## config.mk

```make
export PLATFORM = sky130hd
export DESIGN_NAME = pipe_ctrl_flat
export DESIGN_NICKNAME = d
export VERILOG_FILES = /design/src/rtl/pipe_ctrl_pkg.sv /design/src/rtl/pipe_ctrl_if.sv /design/src/rtl/pipe_ctrl_stall_cnt.sv /design/src/rtl/pipe_ctrl.sv /design/src/flat_wrapper.sv
export SDC_FILE = /design/constraint.sdc
export NUM_CORES = 1
export LEC_CHECK = 0
export ABC_CLOCK_PERIOD_IN_PS = 1560
export CAP_MARGIN = 20
export CORE_ASPECT_RATIO = 1.1
export CORE_MARGIN = 3
export CORE_UTILIZATION = 40
export DETAILED_ROUTE_END_ITERATION = 7
export PLACE_DENSITY = 0.81
export SKIP_LAST_GASP = 1
export SYNTH_ARGS = -nofsm -noshare
export SYNTH_HDL_FRONTEND = slang
export SYNTH_SLANG_ARGS = --single-unit
```

## constraint.sdc

```tcl
create_clock -name clk -period 1.56 [get_ports clk]
set_input_delay 0.468 -clock clk [delete_from_list [all_inputs] [get_ports clk]]
set_output_delay 0.468 -clock clk [all_outputs]
set_load 0.03 [all_outputs]
```

## src/rtl/pipe_ctrl_pkg.sv

```systemverilog
// rtl/pipe_ctrl_pkg.sv - shared pipeline-control types, stage indices and stall encodings
package pipe_ctrl_pkg;

    localparam int REG_W = 32;
    typedef logic [REG_W-1:0] reg_bus_t;
    localparam reg_bus_t ZERO_WORD = '0;

    localparam int STALL_W = 6;
    typedef logic [STALL_W-1:0] stall_t;

    typedef enum int {
        STAGE_PC     = 0,
        STAGE_IF_ID  = 1,
        STAGE_ID_EX  = 2,
        STAGE_EX_MEM = 3,
        STAGE_MEM_WB = 4,
        STAGE_WB     = 5
    } stage_e;

    // A stall freezes the requesting stage and every stage upstream of it.
    function automatic stall_t hold_through(input stage_e last);
        stall_t m;
        m = '0;
        for (int i = 0; i < STALL_W; i++) begin
            if (i <= int'(last)) m[i] = 1'b1;
        end
        return m;
    endfunction

    localparam stall_t STALL_NONE = '0;
    localparam stall_t STALL_ID   = hold_through(STAGE_ID_EX);
    localparam stall_t STALL_EX   = hold_through(STAGE_EX_MEM);

    typedef enum logic {
        ST_RUN   = 1'b0,
        ST_FLUSH = 1'b1
    } state_e;

endpackage

```

## src/rtl/pipe_ctrl_if.sv

```systemverilog
// rtl/pipe_ctrl_if.sv - hazard request / stall-flush response bundle between pipeline and controller
interface pipe_ctrl_if;
    import pipe_ctrl_pkg::*;

    logic     stallreq_id;
    logic     stallreq_ex;
    logic     flush_req;
    reg_bus_t flush_pc;
    stall_t   stall;
    logic     flush;
    reg_bus_t new_pc;

    modport master (
        output stallreq_id, stallreq_ex, flush_req, flush_pc,
        input  stall, flush, new_pc
    );

    modport slave (
        input  stallreq_id, stallreq_ex, flush_req, flush_pc,
        output stall, flush, new_pc
    );

endinterface

```

## src/rtl/pipe_ctrl_stall_cnt.sv

```systemverilog
// rtl/pipe_ctrl_stall_cnt.sv - saturating consecutive-stall counter with optional watchdog (PIPE_CTRL_WDOG_EN)
module pipe_ctrl_stall_cnt #(
    parameter int CNT_W      = 8,
    parameter int WDOG_LIMIT = 64
) (
    input  logic             clk,
    input  logic             rst,
    input  logic             stall_active,
    output logic [CNT_W-1:0] stall_cnt,
    output logic             wdog_timeout
);

    localparam logic [CNT_W-1:0] CNT_MAX = '1;
    localparam logic [CNT_W-1:0] CNT_ONE = CNT_W'(1);

    if (WDOG_LIMIT < 1 || 64'(WDOG_LIMIT) > ((64'd1 << CNT_W) - 64'd1)) begin : g_bad_limit
        $error("pipe_ctrl_stall_cnt: WDOG_LIMIT out of range for CNT_W");
    end

    logic [CNT_W-1:0] cnt_d;

    always_comb begin
        cnt_d = stall_cnt;
        if (!stall_active)
            cnt_d = '0;
        else if (stall_cnt != CNT_MAX)
            cnt_d = stall_cnt + CNT_ONE;
    end

    always_ff @(posedge clk or negedge rst) begin
        if (!rst)
            stall_cnt <= '0;
        else
            stall_cnt <= cnt_d;
    end

`ifdef PIPE_CTRL_WDOG_EN
    localparam logic [CNT_W-1:0] LIMIT = CNT_W'(WDOG_LIMIT);

    // Sticky: only a reset clears a tripped watchdog.
    always_ff @(posedge clk or negedge rst) begin
        if (!rst)
            wdog_timeout <= 1'b0;
        else if (stall_active && cnt_d == LIMIT)
            wdog_timeout <= 1'b1;
    end
`else
    assign wdog_timeout = 1'b0;
`endif

endmodule

```

## src/rtl/pipe_ctrl.sv

```systemverilog
// rtl/pipe_ctrl.sv - pipeline stall/flush controller; watchdog enabled by PIPE_CTRL_WDOG_EN
module pipe_ctrl
    import pipe_ctrl_pkg::*;
#(
    parameter int CNT_W      = 8,
    parameter int WDOG_LIMIT = 64
) (
    input  logic             clk,
    input  logic             rst,
    pipe_ctrl_if.slave       pif,
    output logic [CNT_W-1:0] stall_cnt,
    output logic             wdog_timeout
);

    state_e   state_q, state_d;
    reg_bus_t new_pc_q;
    stall_t   stall_d;

    always_ff @(posedge clk or negedge rst) begin
        if (!rst)
            state_q <= ST_RUN;
        else
            state_q <= state_d;
    end

    // A request arriving in FLUSH extends it, so back-to-back redirects are never lost.
    always_comb begin
        state_d = state_q;
        case (state_q)
            ST_RUN:   if (pif.flush_req) state_d = ST_FLUSH;
            ST_FLUSH: state_d = pif.flush_req ? ST_FLUSH : ST_RUN;
            default:  state_d = ST_RUN;
        endcase
    end

    always_ff @(posedge clk or negedge rst) begin
        if (!rst)
            new_pc_q <= ZERO_WORD;
        else if (pif.flush_req)
            new_pc_q <= pif.flush_pc;
    end

    always_comb begin
        stall_d = STALL_NONE;
        if (!rst || pif.flush_req || state_q == ST_FLUSH)
            stall_d = STALL_NONE;
        else if (pif.stallreq_ex)
            stall_d = STALL_EX;
        else if (pif.stallreq_id)
            stall_d = STALL_ID;
    end

    assign pif.stall  = stall_d;
    assign pif.flush  = (state_q == ST_FLUSH);
    assign pif.new_pc = new_pc_q;

    pipe_ctrl_stall_cnt #(
        .CNT_W      (CNT_W),
        .WDOG_LIMIT (WDOG_LIMIT)
    ) u_stall_cnt (
        .clk          (clk),
        .rst          (rst),
        .stall_active (stall_d != STALL_NONE),
        .stall_cnt    (stall_cnt),
        .wdog_timeout (wdog_timeout)
    );

endmodule

```

## src/flat_wrapper.sv

```systemverilog
// flat-port wrapper written by rule: the top's interface ports become plain ports
module pipe_ctrl_flat import pipe_ctrl_pkg::*;
#(
    parameter int CNT_W      = 8,
    parameter int WDOG_LIMIT = 64
)
  (clk, rst, stall_cnt, wdog_timeout, pif_stallreq_id, pif_stallreq_ex, pif_flush_req, pif_flush_pc, pif_stall, pif_flush, pif_new_pc);
  pipe_ctrl_if pif_i ();
  input  logic clk;
  input  logic rst;
  output logic [CNT_W-1:0] stall_cnt;
  output logic wdog_timeout;
  input wire logic [$bits(pif_i.stallreq_id)-1:0] pif_stallreq_id;
  input wire logic [$bits(pif_i.stallreq_ex)-1:0] pif_stallreq_ex;
  input wire logic [$bits(pif_i.flush_req)-1:0] pif_flush_req;
  input wire logic [$bits(pif_i.flush_pc)-1:0] pif_flush_pc;
  output wire logic [$bits(pif_i.stall)-1:0] pif_stall;
  output wire logic [$bits(pif_i.flush)-1:0] pif_flush;
  output wire logic [$bits(pif_i.new_pc)-1:0] pif_new_pc;
  assign pif_i.stallreq_id = pif_stallreq_id;
  assign pif_i.stallreq_ex = pif_stallreq_ex;
  assign pif_i.flush_req = pif_flush_req;
  assign pif_i.flush_pc = pif_flush_pc;
  assign pif_stall = pif_i.stall;
  assign pif_flush = pif_i.flush;
  assign pif_new_pc = pif_i.new_pc;
  pipe_ctrl #(.CNT_W(CNT_W), .WDOG_LIMIT(WDOG_LIMIT)) u_core (.clk(clk), .rst(rst), .pif(pif_i), .stall_cnt(stall_cnt), .wdog_timeout(wdog_timeout));
endmodule
```

==> flow_metrics.py <==
metrics = {
    "clock_tree": {
        "htreeDepth": 2,
        "path_clk_slew_ns": 0.08,
        "clk_latency_ns": 0.29,
        "cts_tree": "done",
        "clockRootBuffer": "clkbuf_8",
        "clock-sinks": 41,
        "cts.path.max_buffers": 2,
        "numCtsBuffers": 5,
    },
    "global_route": {
        "grt_pass1_vias": 1416,
        "grtUsageMet2_pct": 30.1,
        "grt_pass1_wl_um": 6420,
        "antenna_found_initial": 0,
        "grt.overflow.total": 0,
        "gr-usage-met1_pct": 17.4,
        "grt_usage_pct": 16.9,
        "grt_max_degree": 28,
        "gr-usage-met3_pct": 7.31,
        "grt-busiest-layer": "met2",
    },
    "critical_path": {
        "worstSetupStartpointType": "flip-flop",
        "reg2reg_to": "u_core.u_stall_cnt.stall_cnt[7]$_DFFE_PN0P_",
        "endpoint_kind": "output port",
        "rrSetupSlack_ns": 0.10,
        "crit_path_start": "u_core.pif.flush$_DFF_PN0_",
        "critical_path_class": "reg2out",
        "cp_max_fo": 2,
        "worstPathRequired_ns": 1.09,
        "cp.arrival_ns": 1.22,
        "r2r_cells": 7,
        "cp-endpoint": "pif_stall[3]",
        "r2r-start": "u_core.pif.flush$_DFF_PN0_",
    },
    "finish": {
        "nNetsFinal": 249,
        "layout-drive-gt1-share_pct": 34.4,
        "most-common-layout-cells": "40 x dfrtp_1, 32 x mux2_2, 32 x clkdlybuf4s50_1",
        "seq_area_sq_um": 1030,
        "mostFrequentLayoutCell": "dfrtp_1",
        "area_growth_pct": 55.5,
        "multi_input_area_sq_um": 633,
        "antenna_cells": 0,
        "fillers": 315,
    },
    "drt": {
        "vias_per_cell": 5.13,
        "ant_nets": 0,
        "drt_iter0_markers": 144,
        "wl_um": 4050,
        "vias": 1353,
        "post_drt_wl_per_cell_um": 15.3,
        "drc_errors": 0,
        "firstDrtPassIters": 4,
    },
    "power_and_ir_drop": {
        "ir_worst_vdd_mv": 0.632,
        "p_leak_nw": 1.18,
        "p_per_area_nw_per_um2": 1020,
    },
    "logic_synthesis": {
        "synth_area_per_cell_sq_um": 14.1,
        "synth_top_family_by_area": "multiplexers",
        "synth.area.mux_share_pct": 20.8,
        "synth_xor_area_share_pct": 0,
        "synth-simple-area-share_pct": 9.40,
        "synth.distinct_cells": 27,
        "ys_ff_latch": 41,
        "yosysWarnings": 0,
        "ys_seq_area_share_pct": 59.3,
        "syn_area_sq_um": 1730,
        "synth_fa_ha_area_share_pct": 0.723,
        "synth_compound_area_share_pct": 4.27,
        "netlist_instances": 123,
    },
    "place": {
        "dp_hpwl_um": 3070,
        "gp_congestion": 0.755,
        "portBuffers": 81,
    },
    "die": {
        "start_util_pct": 42.7,
        "core-area_sq_um": 4050,
        "die_h_um": 75.0,
        "dieArea_sq_um": 5150,
        "die_x_um": 68.7,
        "rows": 24,
        "io_pins": 85,
    },
    "sta": {
        "timing.final.ws_setup_ns": -0.133,
        "rsz0062_at_grt": "true",
        "hold_ws_ns": 0.197,
        "min_period_ns": 1.69,
        "fin_setup_tns_ns": -0.509,
        "timing.final.hold_violations": 0,
        "finalSetupViolCount": 4,
        "finalClockSkew_ns": 0.00648,
        "clock.fmax_ghz": 0.591,
        "min_period_over_period_pct": 109,
        "slew_violations": 0,
    },
    "outcome": {
        "failed_checks": "setup timing",
        "status": "complete, but fails checks",
    },
    "min_path": {
        "min_path_type": "in2async",
    },
    "run": {
        "cap_violations": 0,
    },
}
-- timing repair --
action | in CTS | in global routing
resized for setup | 40 | 19
buffers inserted | 1 | 1
pin swaps | 2 | 0
hold buffers | 0 | 0
setup endpoints to repair | 39 | 22
-- cells by family (layout without fill, tap and decap cells) --
logic type	count (synthesis)	after routing
compound gates	11	11
flops	41	41
buf+inv	12	99
simple gates	25	25
fa+ha+maj	1	1
mux	32	32
other cells	1	3
-- layer usage --
metal	vias up	wire [um]
met5	-	0
met1	653	1450
li1	611	-
met2	83	2070
met4	0	44
met3	6	491
-- where the power goes --
part           internal (mW)  total [mW]  switching [mW]
clock network          0.635       0.992           0.356
logic                  0.255       0.568           0.313
registers               1.15        1.19          0.0411
total                   2.04        2.75           0.711
-- sequential cells by signal, summed over array words and instances, names as in the netlist --
register	flops
u_core.pif.flush	1
u_core.pif.new_pc	32
u_core.u_stall_cnt.stall_cnt	8
-- synth_stat cells, drive strengths merged --
cell / count / area share, %
a21oi: 4 / 1.2
and4: 2 / 1.2
o21ai: 1 / 0.29
nand2: 2 / 0.43
nor2: 3 / 1.1
mux2: 32 / 21
buf: 11 / 5.1
nand4: 2 / 0.72
nor3: 8 / 2.6
nor4b: 2 / 1.4
nand3: 3 / 0.87
o211ai: 1 / 0.72
a41oi: 1 / 0.51
a211oi: 1 / 0.43
conb: 1 / 0.22
a21boi: 1 / 0.43
dfrtp: 41 / 59
inv: 1 / 0.22
a31oi: 2 / 0.72
and3: 3 / 1.1
ha: 1 / 0.72
-- worst max-delay path: stages (launching register included) --
cell     delay, ns
dfrtp_1       0.40
buf_6         0.12
nor2_4        0.10
and3_1        0.18
buf_6         0.13
-- final cells by class --
type                    instances  share of cell area [%]
clock inverters                 3                    2.42
flip-flops and latches         41                    38.2
multi-input cells              72                    23.5
clock buffers                   5                    2.56
repair buffers                 90                    30.7
inverters                       1                   0.233
well taps                      52                    2.42
-- how the worst min path moves through the flow --
stage | startpoint | endpoint | slack [ns] | cells after the start
2_1_floorplan | rst | u_core.pif.flush$_DFF_PN0_ | 0.17 | 0
3_3_place_gp | rst | u_core.u_stall_cnt.stall_cnt[7]$_DFFE_PN0P_ | 0.48 | 2
3_5_place_dp | u_core.pif.new_pc[0]$_DFFE_PN0P_ | u_core.pif.new_pc[0]$_DFFE_PN0P_ | 0.49 | 1
4_1_cts | rst | u_core.u_stall_cnt.stall_cnt[7]$_DFFE_PN0P_ | 0.20 | 2
5_1_grt | rst | u_core.u_stall_cnt.stall_cnt[6]$_DFFE_PN0P_ | 0.21 | 2
6_report | rst | u_core.u_stall_cnt.stall_cnt[2]$_DFFE_PN0P_ | 0.20 | 2
-- metrics by stage --
stage / total power, mW / cells / utilization, % / instance area (sq um) / setup slack [ns]
6_report: 2.75 / 264 / 66.4 / 2690 / -0.133
3_3_place_gp: 1.83 / 254 / 63.1 / 2560 / -0.363
3_5_place_dp: 1.84 / 254 / 63.1 / 2560 / -0.354
5_1_grt: 2.88 / 264 / 66.4 / 2690 / -0.192
2_1_floorplan: 1.53 / 125 / - / 1760 / 0.0117
4_1_cts: 2.78 / 263 / 65.7 / 2670 / -0.178
(Power assumes the default switching activity.)
